===== src/rtl/tdm_demux_4x1.sv =====
// Receive side of the 4-slot TDM link: tracks the slot sequence, collects samples
// into shadow registers and publishes a full frame on a, b, c, d with a valid strobe.
module tdm_demux_4x1 #(
    parameter int WIDTH = 1
) (
    input  logic             clk,
    input  logic             rst,
    input  logic             en,
    input  logic             sync,
    input  logic [WIDTH-1:0] din,
    output logic [1:0]       s,
    output logic [WIDTH-1:0] a,
    output logic [WIDTH-1:0] b,
    output logic [WIDTH-1:0] c,
    output logic [WIDTH-1:0] d,
    output logic             valid,
    output logic             frame_err,
    output logic             locked
);

    typedef enum logic [0:0] {
        ST_IDLE = 1'b0,
        ST_RUN  = 1'b1
    } state_t;

    state_t           state_r, state_s;
    logic [1:0]       slot_r, slot_s;
    logic [WIDTH-1:0] sh0_r, sh1_r, sh2_r, sh3_r;
    logic [WIDTH-1:0] sh0_s, sh1_s, sh2_s, sh3_s;
    logic [WIDTH-1:0] a_r, b_r, c_r, d_r;
    logic [WIDTH-1:0] a_s, b_s, c_s, d_s;
    logic             valid_r, valid_s;
    logic             err_r, err_s;
    logic             locked_r, locked_s;

    // State, shadow and output registers
    always_ff @(posedge clk or posedge rst) begin
        if (rst) begin
            state_r  <= ST_IDLE;
            slot_r   <= 2'd0;
            sh0_r    <= '0;
            sh1_r    <= '0;
            sh2_r    <= '0;
            sh3_r    <= '0;
            a_r      <= '0;
            b_r      <= '0;
            c_r      <= '0;
            d_r      <= '0;
            valid_r  <= 1'b0;
            err_r    <= 1'b0;
            locked_r <= 1'b0;
        end else begin
            state_r  <= state_s;
            slot_r   <= slot_s;
            sh0_r    <= sh0_s;
            sh1_r    <= sh1_s;
            sh2_r    <= sh2_s;
            sh3_r    <= sh3_s;
            a_r      <= a_s;
            b_r      <= b_s;
            c_r      <= c_s;
            d_r      <= d_s;
            valid_r  <= valid_s;
            err_r    <= err_s;
            locked_r <= locked_s;
        end
    end

    // Next-state, slot tracking, capture and publish decisions
    always_comb begin
        state_s = state_r;
        slot_s  = slot_r;
        sh0_s   = sh0_r;
        sh1_s   = sh1_r;
        sh2_s   = sh2_r;
        sh3_s   = sh3_r;
        a_s     = a_r;
        b_s     = b_r;
        c_s     = c_r;
        d_s     = d_r;
        valid_s = 1'b0;
        err_s   = 1'b0;
        if (en) begin
            case (state_r)
                ST_IDLE: begin
                    if (sync) begin
                        sh0_s   = din;
                        slot_s  = 2'd1;
                        state_s = ST_RUN;
                    end else begin
                        slot_s  = 2'd0;
                    end
                end
                ST_RUN: begin
                    if (slot_r == 2'd0) begin
                        if (sync) begin
                            sh0_s  = din;
                            slot_s = 2'd1;
                        end else begin
                            err_s   = 1'b1;
                            state_s = ST_IDLE;
                            slot_s  = 2'd0;
                        end
                    end else if (sync) begin
                        // Early marker: drop the partial frame, this sample starts a new one
                        err_s  = 1'b1;
                        sh0_s  = din;
                        slot_s = 2'd1;
                    end else begin
                        case (slot_r)
                            2'd1: begin
                                sh1_s  = din;
                                slot_s = 2'd2;
                            end
                            2'd2: begin
                                sh2_s  = din;
                                slot_s = 2'd3;
                            end
                            2'd3: begin
                                sh3_s   = din;
                                a_s     = sh0_r;
                                b_s     = sh1_r;
                                c_s     = sh2_r;
                                d_s     = din;
                                valid_s = 1'b1;
                                slot_s  = 2'd0;
                            end
                            default: begin
                                slot_s = 2'd0;
                            end
                        endcase
                    end
                end
                default: begin
                    state_s = ST_IDLE;
                    slot_s  = 2'd0;
                end
            endcase
        end else begin
            state_s = state_r;
        end
        locked_s = (state_s == ST_RUN);
    end

    assign s         = slot_r;
    assign a         = a_r;
    assign b         = b_r;
    assign c         = c_r;
    assign d         = d_r;
    assign valid     = valid_r;
    assign frame_err = err_r;
    assign locked    = locked_r;

endmodule


===== config.mk =====
export PLATFORM = sky130hd
export DESIGN_NAME = tdm_demux_4x1
export DESIGN_NICKNAME = d
export VERILOG_FILES = /design/src/rtl/tdm_demux_4x1.sv
export SDC_FILE = /design/constraint.sdc
export NUM_CORES = 1
export LEC_CHECK = 0
export ABC_AREA = 1
export BUFFER_PORTS_ARGS = -buffer_cell sky130_fd_sc_hd__buf_2
export CORE_MARGIN = 2
export CORE_UTILIZATION = 45
export CTS_CLUSTER_DIAMETER = 80
export DETAILED_ROUTE_END_ITERATION = 12
export PLACE_DENSITY = 0.75
export SLEW_MARGIN = 15
export SYNTH_ARGS = -nofsm -noshare
export SYNTH_HDL_FRONTEND = slang
export SYNTH_SLANG_ARGS = --single-unit
export TNS_END_PERCENT = 30

===== constraint.sdc =====
create_clock -name clk -period 1.24 [get_ports clk]
set_input_delay 0.248 -clock clk [delete_from_list [all_inputs] [get_ports clk]]
set_output_delay 0.248 -clock clk [all_outputs]
set_load 0.01 [all_outputs]

; ---- After elaboration in Yosys (flattened, before gate mapping)
; Index checks and enable logic that the tools add are counted.
[op_classes]
addsub = 0
mul = 0
div = 0
order_cmp = 0
n_eq_ne = 3
n_shift = 0
mux = 18
bitwise = 3
reduce_logical = 5
[op_table]
columns = op, n
row1 = $reduce_and A5 Y1, 3
row2 = $mux W1, 13
row3 = $pmux W2 S2, 2
row4 = $eq A2 B2 Y1 const B, 2
row5 = $mux W2, 2
row6 = $not A1 Y1, 3
row7 = $eq A2 B1 Y1 const B, 1
row8 = $logic_not A2 Y1, 1
row9 = $pmux W1 S2, 1
row10 = $reduce_and A2 Y1, 1
[totals]
register_bits = 12
latch_bits = 0
mem_bits_rw = 0
rom_bits = 0
in_bits = 5
mem_count = 0

; ---- Logic depth before layout (Yosys ltp)
[depth]
depth_word = 6
depth_mapped = 8

; ---- Least setup slack after synthesis
; OpenSTA, ideal clock, no wires.
[synth_timing]
path_kind = register to register
startpoint = register slot_r[0], in the netlist s[0]
endpoint = register b_r, in the netlist b
setup_ns = 0.065
arrival_time_ns = 1.362
path_slack_ns = -0.188
stages_incl_launch_ff = 9
path_buffers = 0
synth_period_minus_slack_ns = 1.428
path_cell_list = dfrtp_1 -> inv_1 -> ha_1 -> inv_1 -> ha_1 -> inv_1 -> nor2_8 -> nand3_1 -> nand2_1
[synth_via]
elab_chain_cells = 3
elab_cells_between_ends = 4
cone_classes = eq/ne: 1 / bitwise: 1 / reduce/logical: 2
[synth_rtl]
columns = item, line
row1 = from (decl), 27  ; logic [1:0] slot_r, slot_s;
row2 = from (signal assigned), 54  ; slot_r <= slot_s;
row3 = $logic_not A2 Y1, 95  ; if (slot_r == 2'd0) begin
row4 = $not A1 Y1 (no source line), -
row5 = $reduce_and A5 Y1 (no source line) (*), -
row6 = to (signal assigned), 60  ; b_r <= b_s;
row7 = to (decl), 30  ; logic [WIDTH-1:0] a_r, b_r, c_r, d_r;
; Every way passes the cells marked *; elsewhere a longest branch is shown, timed or not.
; A chain may end at the register's enable or synchronous reset.

; ---- Final worst setup path
[layout_timing]
startpoint = register slot_r[0], in the netlist s[0]
endpoint = register a_r, in the netlist a
[layout_via]
elab_chain_cells = 3
elab_cells_between_ends = 4
cone_classes = eq/ne: 1 / bitwise: 1 / reduce/logical: 2
[layout_rtl]
columns = item, line
row1 = $logic_not A2 Y1, 95
row2 = $not A1 Y1 (no source line), -
row3 = $reduce_and A5 Y1 (no source line) (*), -
row4 = to (signal assigned), 59  ; a_r <= a_s;
row5 = to (decl), 30
; Marks and branches as above.

==> metrics.cfg <==
[clock_tree]
clock_latency_ps = 270
clk_pin_slew_worst_paths_ps = 80
root_buffer = clkbuf_4
cts-htree-levels = 1
cts_tree = done
numCtsBuffers = 3
max-clock-path-buffers = 2
clkSinkCount = 12

[sta]
whs_ps = 177
rsz0062_at_grt = yes
slew_headroom_pct = 69.5
fin_crit_ps = 1250
slew_violations = 0
skew_ps = 2.68
finalCritPeriodShare_pct = 101
hold_violations = 0
setup-violations-final = 1
finalWorstSetupSlack_ps = -11.1
timing.fmax_ghz = 0.799
max_slew.worst_pin.slew_ps = 458

[synthesis]
ys_ff_latch = 12
syn_area_sq_um = 608
yosysSeqAreaShare_pct = 49.4
synth.area.top_cells = dfrtp_1 49%, nand2_1 13%, ha_1 12%, nand3_1 6.6%, inv_1 5.6%
yosysTopAreaCell = dfrtp_1
synth_area_per_cell_sq_um = 8.94
synth_top_area_share_pct = 49.4
ys_warn_count = 0
netlist_instances = 68
synth.distinct_cells = 13
synth_nets = 79

[placement]
place_hpwl_microns = 941
portBuffers = 13
dp_slack_ps = -69.0
placed_cells = 98
place_congestion = 0.844

[routing]
drt_wl_total_mm = 1.37
vias = 537
firstDrtPassIters = 4
wl_per_cell_microns = 12.7
drtIter0Drc = 8
drc = 0
via_per_inst = 4.97
ant_nets = 0

[critical_path]
start_kind = register
cp_max_fo = 4
crit_slowest_cell = dfrtp_1
crit_family = flip-flops
worst-path-buf-inv = 2
path_class = reg -> reg
crit_chain = inv_2 -> ha_4 -> inv_4 -> ha_4 -> nand4_1 -> nand2_1 -> nand2_1
critPathCaptureType = register
cpPeakStageDelay_ps = 370
worstPathRequired_ps = 1410
arrival_ps = 1420

[global_routing]
grt_usage_pct = 19.4
grt_pass1_wl_mm = 2.06
grt_pass1_vias = 500
overflow = 0
grt_max_degree = 13
antenna_found_initial = 0

[floorplan]
initial_core_util_pct = 47.3
die_h_microns = 40.8
fp.dieW_microns = 40.8
rows = 13
coreArea_sq_um = 1280
die_area_sq_um = 1660
pin_count = 14

[cells_and_area]
final_nets = 105
finalNonFillerCells = 108
syn_to_final_growth_pct = 36.2
postLayoutCoreUtil_pct = 64.5
drive_gt1_share_pct = 37.6
antenna_cells = 0

[run]
cap_violations = 0

[worst_hold_path]
min_path_type = in -> reg

[status]
outcome = finished with violations
violations = setup timing

[power]
power_mw = 1.03
power.density_nw_per_um2 = 1240
ir_worst_vdd_v = 0.000706
power_leakage_nw = 0.470

[Yosys cell counts (all sizes together)]
master / n
nor2: 3
a21oi: 1
nand2: 22
clkinv: 2
nor3: 1
nand4: 3
dfrtp: 12
ha: 6
o21ai: 1
inv: 9
nand3: 8
[final cells by class]
cell class                 count  area [sq um]
inverter                      11          43.8
tap                           15          18.8
sequential                    12           300
timing repair buffer          21           128
clock buffer                   4          36.3
fill                         109           457
multi-input combinational     45           302
[sequential cells by signal (all words and copies together), names as in the netlist]
signal and count:
d 1, s 2, c 1, b 1, valid 1, sh0_r 1, locked 1, frame_err 1
sh2_r 1, a 1, sh1_r 1
[worst paths after layout]
check | startpoint | to | slack (ps) | depth (start not counted)
setup / recovery | s[0] | a | -10 | 7
hold / removal | sync | valid | 180 | 2
setup reg to reg | s[0] | a | -10 | 7
hold reg to reg | d | d | 470 | 2
max in group asynchronous | rst | sh0_r | 410 | 3
min in group asynchronous | rst | c | 510 | 3
[power breakdown]
part,switching [mW],internal (mW)
logic,0.135,0.107
registers,0.0335,0.436
clock network,0.139,0.178
[placed cells by master (no fill, tap or decap)]
master,instances
nand2_1,21
buf_2,13
dfrtp_1,12
nand3_1,7
buf_4,7
inv_1,5
nand4_1,3
inv_2,3
clkbuf_4,3
clkinv_1,2
nor2_1,2
ha_4,2
ha_2,2
ha_1,2
nand2_4,1
nor2_8,1
nand3_2,1
a21oi_1,1
inv_4,1
o21ai_1,1
nor3_1,1
clkbuf_8,1
dlygate4sd3_1,1
[metal layers]
layer	track usage (%)	wire length, microns
met5	0	0
met4	9.17	28
met3	7.07	74
met2	32.5	658
met1	21.6	609
[stage by stage]
stage | TNS, ps | area, sq um
3_5_place_dp | -259 | 722
2_1_floorplan | -334 | 623
3_3_place_gp | -118 | 722
4_1_cts | -38.1 | 811
6_report | -11.1 | 828
5_1_grt | -395 | 828
[kinds of logic after synthesis]
group	synth area share, %
fa+ha+maj	12.3
flops	49.4
buf+inv	6.79
compound gates	1.64
simple gates	29.8
[repair_timing]
action / CTS / global route
endpoints found under the setup margin: 6 / 7
hold endpoints to repair: 12 / 0
setup buffers: 4 / 1
hold buffers: 1 / 0
gates resized for setup: 4 / 3
pin swaps: 3 / 3
Note: power is estimated with default switching activity, not from simulation.
